[src/rtl/pipeline_hazard_ctrl_if.sv]
// Hazard-controller bundle: pipeline status flowing in (master side drives it),
// segment-register stall/flush, redirect and performance counters flowing out.
interface pipeline_hazard_ctrl_if #(
    parameter int XLEN  = 32,
    parameter int CNT_W = 32
);
    logic [4:0]       Rs1D;
    logic [4:0]       Rs2D;
    logic [1:0]       RegReadD;
    logic [4:0]       RdE;
    logic             MemToRegE;
    logic [2:0]       RegWriteE;
    logic             CtrlE;
    logic             TakenE;
    logic [XLEN-1:0]  TargetE;
    logic [XLEN-1:0]  PCE;
    logic             BTBE;
    logic [XLEN-1:0]  PPCE;
    logic             DMissM;
    logic             DReadyM;
    logic             CntClr;

    logic             StallF, StallD, StallE, StallM, StallW;
    logic             FlushD, FlushE, FlushM, FlushW;
    logic             RedirectValid;
    logic [XLEN-1:0]  RedirectPC;
    logic [CNT_W-1:0] MispredCnt;
    logic [CNT_W-1:0] StallCnt;

    modport master (
        output Rs1D, Rs2D, RegReadD, RdE, MemToRegE, RegWriteE, CtrlE, TakenE,
               TargetE, PCE, BTBE, PPCE, DMissM, DReadyM, CntClr,
        input  StallF, StallD, StallE, StallM, StallW,
               FlushD, FlushE, FlushM, FlushW,
               RedirectValid, RedirectPC, MispredCnt, StallCnt
    );

    modport slave (
        input  Rs1D, Rs2D, RegReadD, RdE, MemToRegE, RegWriteE, CtrlE, TakenE,
               TargetE, PCE, BTBE, PPCE, DMissM, DReadyM, CntClr,
        output StallF, StallD, StallE, StallM, StallW,
               FlushD, FlushE, FlushM, FlushW,
               RedirectValid, RedirectPC, MispredCnt, StallCnt
    );
endinterface

[src/rtl/pipeline_hazard_ctrl.sv]
// Central stall/flush controller for the 5-stage pipeline: load-use bubbles,
// EX-resolved BTB mispredict redirects, D-cache miss wait sequencing, perf counters.
module pipeline_hazard_ctrl #(
    parameter int CNT_W = 32,
    parameter int XLEN  = 32
) (
    input  logic                   clk,
    input  logic                   rst_n,
    pipeline_hazard_ctrl_if.slave  hz
);

    typedef enum logic {RUN, MEM_WAIT} state_t;

    state_t           state;
    logic             load_use;
    logic             mispred;
    logic             hold;
    logic             redirect;
    logic             bubble;
    logic [CNT_W-1:0] mispred_cnt;
    logic [CNT_W-1:0] stall_cnt;

    function automatic logic [CNT_W-1:0] sat_inc(input logic [CNT_W-1:0] v);
        return (&v) ? v : v + CNT_W'(1);
    endfunction

    always_comb begin
        load_use = hz.MemToRegE && (hz.RegWriteE != 3'd0) && (hz.RdE != 5'd0) &&
                   ((hz.RegReadD[1] && (hz.Rs1D == hz.RdE)) ||
                    (hz.RegReadD[0] && (hz.Rs2D == hz.RdE)));
        mispred  = hz.CtrlE &&
                   ((hz.TakenE && (!hz.BTBE || (hz.PPCE != hz.TargetE))) ||
                    (!hz.TakenE && hz.BTBE));
        // A pending miss freezes EX, so hazards there are re-judged once it is released.
        hold     = (state == RUN) ? hz.DMissM : !hz.DReadyM;
        redirect = !hold && mispred;
        bubble   = !hold && !mispred && load_use;
    end

    // Reset bubbles every segment, since the segment registers have no reset of their own.
    always_comb begin
        hz.StallW = 1'b0;
        hz.FlushM = 1'b0;
        if (!rst_n) begin
            hz.StallF        = 1'b0;
            hz.StallD        = 1'b0;
            hz.StallE        = 1'b0;
            hz.StallM        = 1'b0;
            hz.FlushD        = 1'b1;
            hz.FlushE        = 1'b1;
            hz.FlushM        = 1'b1;
            hz.FlushW        = 1'b1;
            hz.RedirectValid = 1'b0;
            hz.RedirectPC    = '0;
        end else begin
            hz.StallF        = hold || bubble;
            hz.StallD        = hold || bubble;
            hz.StallE        = hold;
            hz.StallM        = hold;
            hz.FlushD        = redirect;
            hz.FlushE        = redirect || bubble;
            hz.FlushW        = hold;
            hz.RedirectValid = redirect;
            hz.RedirectPC    = hz.TakenE ? hz.TargetE : hz.PCE + XLEN'(4);
        end
    end

    always_ff @(posedge clk or negedge rst_n) begin
        if (!rst_n) begin
            state <= RUN;
        end else if (state == RUN) begin
            if (hz.DMissM) state <= MEM_WAIT;
        end else begin
            if (hz.DReadyM) state <= RUN;
        end
    end

    always_ff @(posedge clk or negedge rst_n) begin
        if (!rst_n) begin
            mispred_cnt <= '0;
            stall_cnt   <= '0;
        end else if (hz.CntClr) begin
            mispred_cnt <= '0;
            stall_cnt   <= '0;
        end else begin
            if (redirect)         mispred_cnt <= sat_inc(mispred_cnt);
            if (hold || bubble)   stall_cnt   <= sat_inc(stall_cnt);
        end
    end

    assign hz.MispredCnt = mispred_cnt;
    assign hz.StallCnt   = stall_cnt;

endmodule

[src/flat_wrapper.sv]
// flat-port wrapper written by rule: the top's interface ports become plain ports
module pipeline_hazard_ctrl_flat 
#(
    parameter int CNT_W = 32,
    parameter int XLEN  = 32
)
  (clk, rst_n, hz_Rs1D, hz_Rs2D, hz_RegReadD, hz_RdE, hz_MemToRegE, hz_RegWriteE, hz_CtrlE, hz_TakenE, hz_TargetE, hz_PCE, hz_BTBE, hz_PPCE, hz_DMissM, hz_DReadyM, hz_CntClr, hz_StallF, hz_StallD, hz_StallE, hz_StallM, hz_StallW, hz_FlushD, hz_FlushE, hz_FlushM, hz_FlushW, hz_RedirectValid, hz_RedirectPC, hz_MispredCnt, hz_StallCnt);
  pipeline_hazard_ctrl_if #(.XLEN(XLEN), .CNT_W(CNT_W)) hz_i ();
  input  logic clk;
  input  logic rst_n;
  input wire logic [$bits(hz_i.Rs1D)-1:0] hz_Rs1D;
  input wire logic [$bits(hz_i.Rs2D)-1:0] hz_Rs2D;
  input wire logic [$bits(hz_i.RegReadD)-1:0] hz_RegReadD;
  input wire logic [$bits(hz_i.RdE)-1:0] hz_RdE;
  input wire logic [$bits(hz_i.MemToRegE)-1:0] hz_MemToRegE;
  input wire logic [$bits(hz_i.RegWriteE)-1:0] hz_RegWriteE;
  input wire logic [$bits(hz_i.CtrlE)-1:0] hz_CtrlE;
  input wire logic [$bits(hz_i.TakenE)-1:0] hz_TakenE;
  input wire logic [$bits(hz_i.TargetE)-1:0] hz_TargetE;
  input wire logic [$bits(hz_i.PCE)-1:0] hz_PCE;
  input wire logic [$bits(hz_i.BTBE)-1:0] hz_BTBE;
  input wire logic [$bits(hz_i.PPCE)-1:0] hz_PPCE;
  input wire logic [$bits(hz_i.DMissM)-1:0] hz_DMissM;
  input wire logic [$bits(hz_i.DReadyM)-1:0] hz_DReadyM;
  input wire logic [$bits(hz_i.CntClr)-1:0] hz_CntClr;
  output wire logic [$bits(hz_i.StallF)-1:0] hz_StallF;
  output wire logic [$bits(hz_i.StallD)-1:0] hz_StallD;
  output wire logic [$bits(hz_i.StallE)-1:0] hz_StallE;
  output wire logic [$bits(hz_i.StallM)-1:0] hz_StallM;
  output wire logic [$bits(hz_i.StallW)-1:0] hz_StallW;
  output wire logic [$bits(hz_i.FlushD)-1:0] hz_FlushD;
  output wire logic [$bits(hz_i.FlushE)-1:0] hz_FlushE;
  output wire logic [$bits(hz_i.FlushM)-1:0] hz_FlushM;
  output wire logic [$bits(hz_i.FlushW)-1:0] hz_FlushW;
  output wire logic [$bits(hz_i.RedirectValid)-1:0] hz_RedirectValid;
  output wire logic [$bits(hz_i.RedirectPC)-1:0] hz_RedirectPC;
  output wire logic [$bits(hz_i.MispredCnt)-1:0] hz_MispredCnt;
  output wire logic [$bits(hz_i.StallCnt)-1:0] hz_StallCnt;
  assign hz_i.Rs1D = hz_Rs1D;
  assign hz_i.Rs2D = hz_Rs2D;
  assign hz_i.RegReadD = hz_RegReadD;
  assign hz_i.RdE = hz_RdE;
  assign hz_i.MemToRegE = hz_MemToRegE;
  assign hz_i.RegWriteE = hz_RegWriteE;
  assign hz_i.CtrlE = hz_CtrlE;
  assign hz_i.TakenE = hz_TakenE;
  assign hz_i.TargetE = hz_TargetE;
  assign hz_i.PCE = hz_PCE;
  assign hz_i.BTBE = hz_BTBE;
  assign hz_i.PPCE = hz_PPCE;
  assign hz_i.DMissM = hz_DMissM;
  assign hz_i.DReadyM = hz_DReadyM;
  assign hz_i.CntClr = hz_CntClr;
  assign hz_StallF = hz_i.StallF;
  assign hz_StallD = hz_i.StallD;
  assign hz_StallE = hz_i.StallE;
  assign hz_StallM = hz_i.StallM;
  assign hz_StallW = hz_i.StallW;
  assign hz_FlushD = hz_i.FlushD;
  assign hz_FlushE = hz_i.FlushE;
  assign hz_FlushM = hz_i.FlushM;
  assign hz_FlushW = hz_i.FlushW;
  assign hz_RedirectValid = hz_i.RedirectValid;
  assign hz_RedirectPC = hz_i.RedirectPC;
  assign hz_MispredCnt = hz_i.MispredCnt;
  assign hz_StallCnt = hz_i.StallCnt;
  pipeline_hazard_ctrl #(.CNT_W(CNT_W), .XLEN(XLEN)) u_core (.clk(clk), .rst_n(rst_n), .hz(hz_i));
endmodule
[config.mk]
export PLATFORM = sky130hd
export DESIGN_NAME = pipeline_hazard_ctrl_flat
export DESIGN_NICKNAME = d
export VERILOG_FILES = /design/src/rtl/pipeline_hazard_ctrl_if.sv /design/src/rtl/pipeline_hazard_ctrl.sv /design/src/flat_wrapper.sv
export SDC_FILE = /design/constraint.sdc
export NUM_CORES = 1
export LEC_CHECK = 0
export ABC_AREA = 1
export CORE_MARGIN = 2
export CORE_UTILIZATION = 47
export CTS_CLUSTER_SIZE = 12
export DETAILED_ROUTE_END_ITERATION = 8
export PLACE_DENSITY = 0.83
export SYNTH_ARGS = -nofsm -noshare
export SYNTH_HDL_FRONTEND = slang
export SYNTH_SLANG_ARGS = --single-unit
[constraint.sdc]
create_clock -name clk -period 2 [get_ports clk]
set_input_delay 0.3 -clock clk [delete_from_list [all_inputs] [get_ports clk]]
set_output_delay 0.3 -clock clk [all_outputs]
set_load 0.1 [all_outputs]
==> flow_summary.toml <==
[clock_network]
cts.sinks = 65
root_buffer = "clkbuf_16"
cts_buffers = 9
htree_levels = 3
cts_tree = "built"
clk_pin_slew_ns = 0.06
clock_latency_ns = 0.34
ctsLongestPathBuffers = 2

[sta]
relSlewSlack_pct = 54.7
rsz0062_at_grt = "yes"
whs_ns = 0.0200
slew_violations = 0
setup_viol = 26
worst_slack_ns = -0.443
period_share_pct = 122
fin_tns_setup_ns = -3.67
clock.fmax_ghz = 0.409
hold_violations = 0
skew_ns = 0.00596
worst_pin_slew_ns = 0.674
fin_crit_ns = 2.44

[logic_synthesis]
synthCells = 1135
syn_area_per_cell_um2 = 5.83
synth-edff-count = 0
synth-seq-cells = 65
syn_area_um2 = 6620
synth_top_cells_by_area = "dfrtp_1 (25%), nand2_1 (20%), nor2_1 (9.5%)"
yosysWarnings = 0
synth_common_cells = "nand2_1 (353), nor2_1 (167), inv_1 (153)"
synth-main-ff-cell = "dfrtp_1"
synthesis.nets = 1263
synth.most_common_cell = "nand2_1"
ys_types = 39
synth.top_cell.area_share_pct = 24.6
synthArstFlopShare_pct = 100
ys_seq_area_share_pct = 24.6
netlist.top_cell.by_area = "dfrtp_1"

[global_routing]
grt_use_total_pct = 37.1
antenna_found_initial = 3
grt_first_pass_wirelength_mm = 44.3
grt_max_degree = 56
overflow = 0
first_global_vias = 8828

[worst_setup_path]
critPathCaptureType = "output port"
worst_path_largest_cell_delay_ns = 0.26
crit_slowest_cell = "a21oi_2"
crit_top_cell = "nand4_1"
cp_max_fo = 3
worst_setup_path_start_kind = "primary input"
arrival_ns = 2.14
crit_chain = "buf_8, nand3_4, nor2_4, nand4_1, nor2_2, nand4_1, a21oi_2, o21ai_1, o211ai_1, clkinvlp_4, buf_12"
path_class = "primary input to output port"
critical_path.top_delay_family = "simple AND/OR/NAND/NOR gates"
cp_num_buf_inv = 3
crit_required_ns = 1.70

[job]
drv_cap = 0

[drt]
drt_iter0_drc = 1197
drtAntennaViolNets = 0
drc = 0
vias = 9890
wirelength_mm = 32.5
first_pass_iters = 6
via_per_inst = 5.80
wl_per_cell_um = 19.0

[die]
coreArea_um2 = 13800
fp.dieArea_um2 = 15000
die_y_um = 123
start_util_pct = 47.9
die_width_um = 123
io_pins = 231
fp-row-count = 43

[pwr]
power.density_nw_per_um2 = 417
ir_worst_vdd_v = 0.000283
leakage_uw = 0.00575

[run_status]
violations = "setup timing"
outcome = "finished with violations"

[cells_and_area]
area_growth_pct = 79.7
finish.net_count = 1647
drive_gt1_share_pct = 43.0
final_util_pct = 86.0

[place]
io_buffers = 229
dpl.hpwl_mm = 21.0
place.gp.congestion = 1.02

[worst_hold_path]
hold_path_class = "primary input to async pin"
-- power by group --
| part | internal [µW] | total (µW) | switching [µW] |
|---|---|---|---|
| Clock | 830 | 1410 | 583 |
| Combinational | 847 | 2200 | 1350 |
| Sequential | 1340 | 1360 | 20.8 |
| Total | 3010 | 4970 | 1950 |
-- kinds of logic after synthesis --
kind of cell               Yosys count  share of synthesized area, %
AOI/OAI and AO/OA                   67                          5.50
xor gates and xnor gates            74                          9.79
adders and majority gates            3                         0.567
buffers and inverters              195                          11.8
DFF                                 65                          24.6
other                                1                        0.0567
and+or+nand+nor                    730                          47.7
-- registers in the layout (all words and copies together), names as in the netlist --
name                  flops
u_core.state              1
u_core.hz.MispredCnt     32
u_core.hz.StallCnt       32
-- layout make-up --
class,instances,area [µm²]
Multi-Input combinational cell,877,5130
Fill cell,819,1930
Sequential cell,65,1740
Clock inverter,4,20.0
Inverter,157,638
Timing Repair Buffer,409,3900
Antenna cell,2,5.00
Tap cell,180,225
Clock buffer,12,236
-- worst paths after layout --
kind | startpoint | to | slack (ns) | cells after the start
max | hz_PCE[4] | hz_RedirectPC[21] | -0.44 | 11
min | rst_n | u_core.hz.MispredCnt[31] | 0.02 | 2
max reg2reg | u_core.hz.MispredCnt[10] | u_core.hz.MispredCnt[28] | 0 | 9
min reg2reg | u_core.hz.StallCnt[14] | u_core.hz.StallCnt[14] | 0.53 | 2
max in group asynchronous | rst_n | u_core.hz.StallCnt[19] | 1.12 | 3
min in group clk | hz_CntClr | u_core.hz.StallCnt[16] | 0.34 | 4
-- what timing repair did --
item,CTS,global route
hold endpoints to repair,2,0
hold buffers,1,0
setup buffers,18,22
pin swaps,113,112
gates cloned,0,5
resized for setup,426,214
setup endpoints to repair,103,82
-- placed cells by master, fill, tap and decap left out, types with 18 or more instances in the layout --
master / synthesis / layout
nand2_1: 353 / 308
buf_4: 7 / 235
nor2_1: 167 / 133
inv_1: 153 / 103
nand3_1: 101 / 86
buf_12: 0 / 48
xor2_1: 43 / 40
dfrtp_2: 0 / 40
inv_2: 4 / 39
nand4_1: 37 / 37
buf_6: 2 / 34
nand2_2: 1 / 33
clkbuf_2: 0 / 31
xnor2_1: 31 / 29
nor3_1: 30 / 24
nor2_4: 1 / 20
dfrtp_4: 0 / 18
-- worst reg2reg max path: cells and delay by family, from the launching register on --
kind,cells,cell delay [ns]
flops,1,0.42
simple gates,8,1.31
xor+xnor,1,0.17
-- metal layers --
layer	up-vias	routed length [µm]	GRT usage, %
li1	4356	-	-
met1	4549	11000	44.2
met2	782	15900	63.5
met3	201	3410	7.99
met4	2	2200	17.2
met5	-	13	0
-- metrics by stage --
step | setup slack, ns | power, µW | cells | cell area, µm²
2_1_floorplan | -0.424 | 2380 | 1135 | 7010
3_3_place_gp | -0.792 | 3290 | 1646 | 10700
3_5_place_dp | -0.824 | 3320 | 1646 | 10700
4_1_cts | -0.142 | 4740 | 1680 | 11300
5_1_grt | -0.439 | 5120 | 1706 | 11900
6_report | -0.443 | 4970 | 1706 | 11900
(Power assumes the default switching activity.)
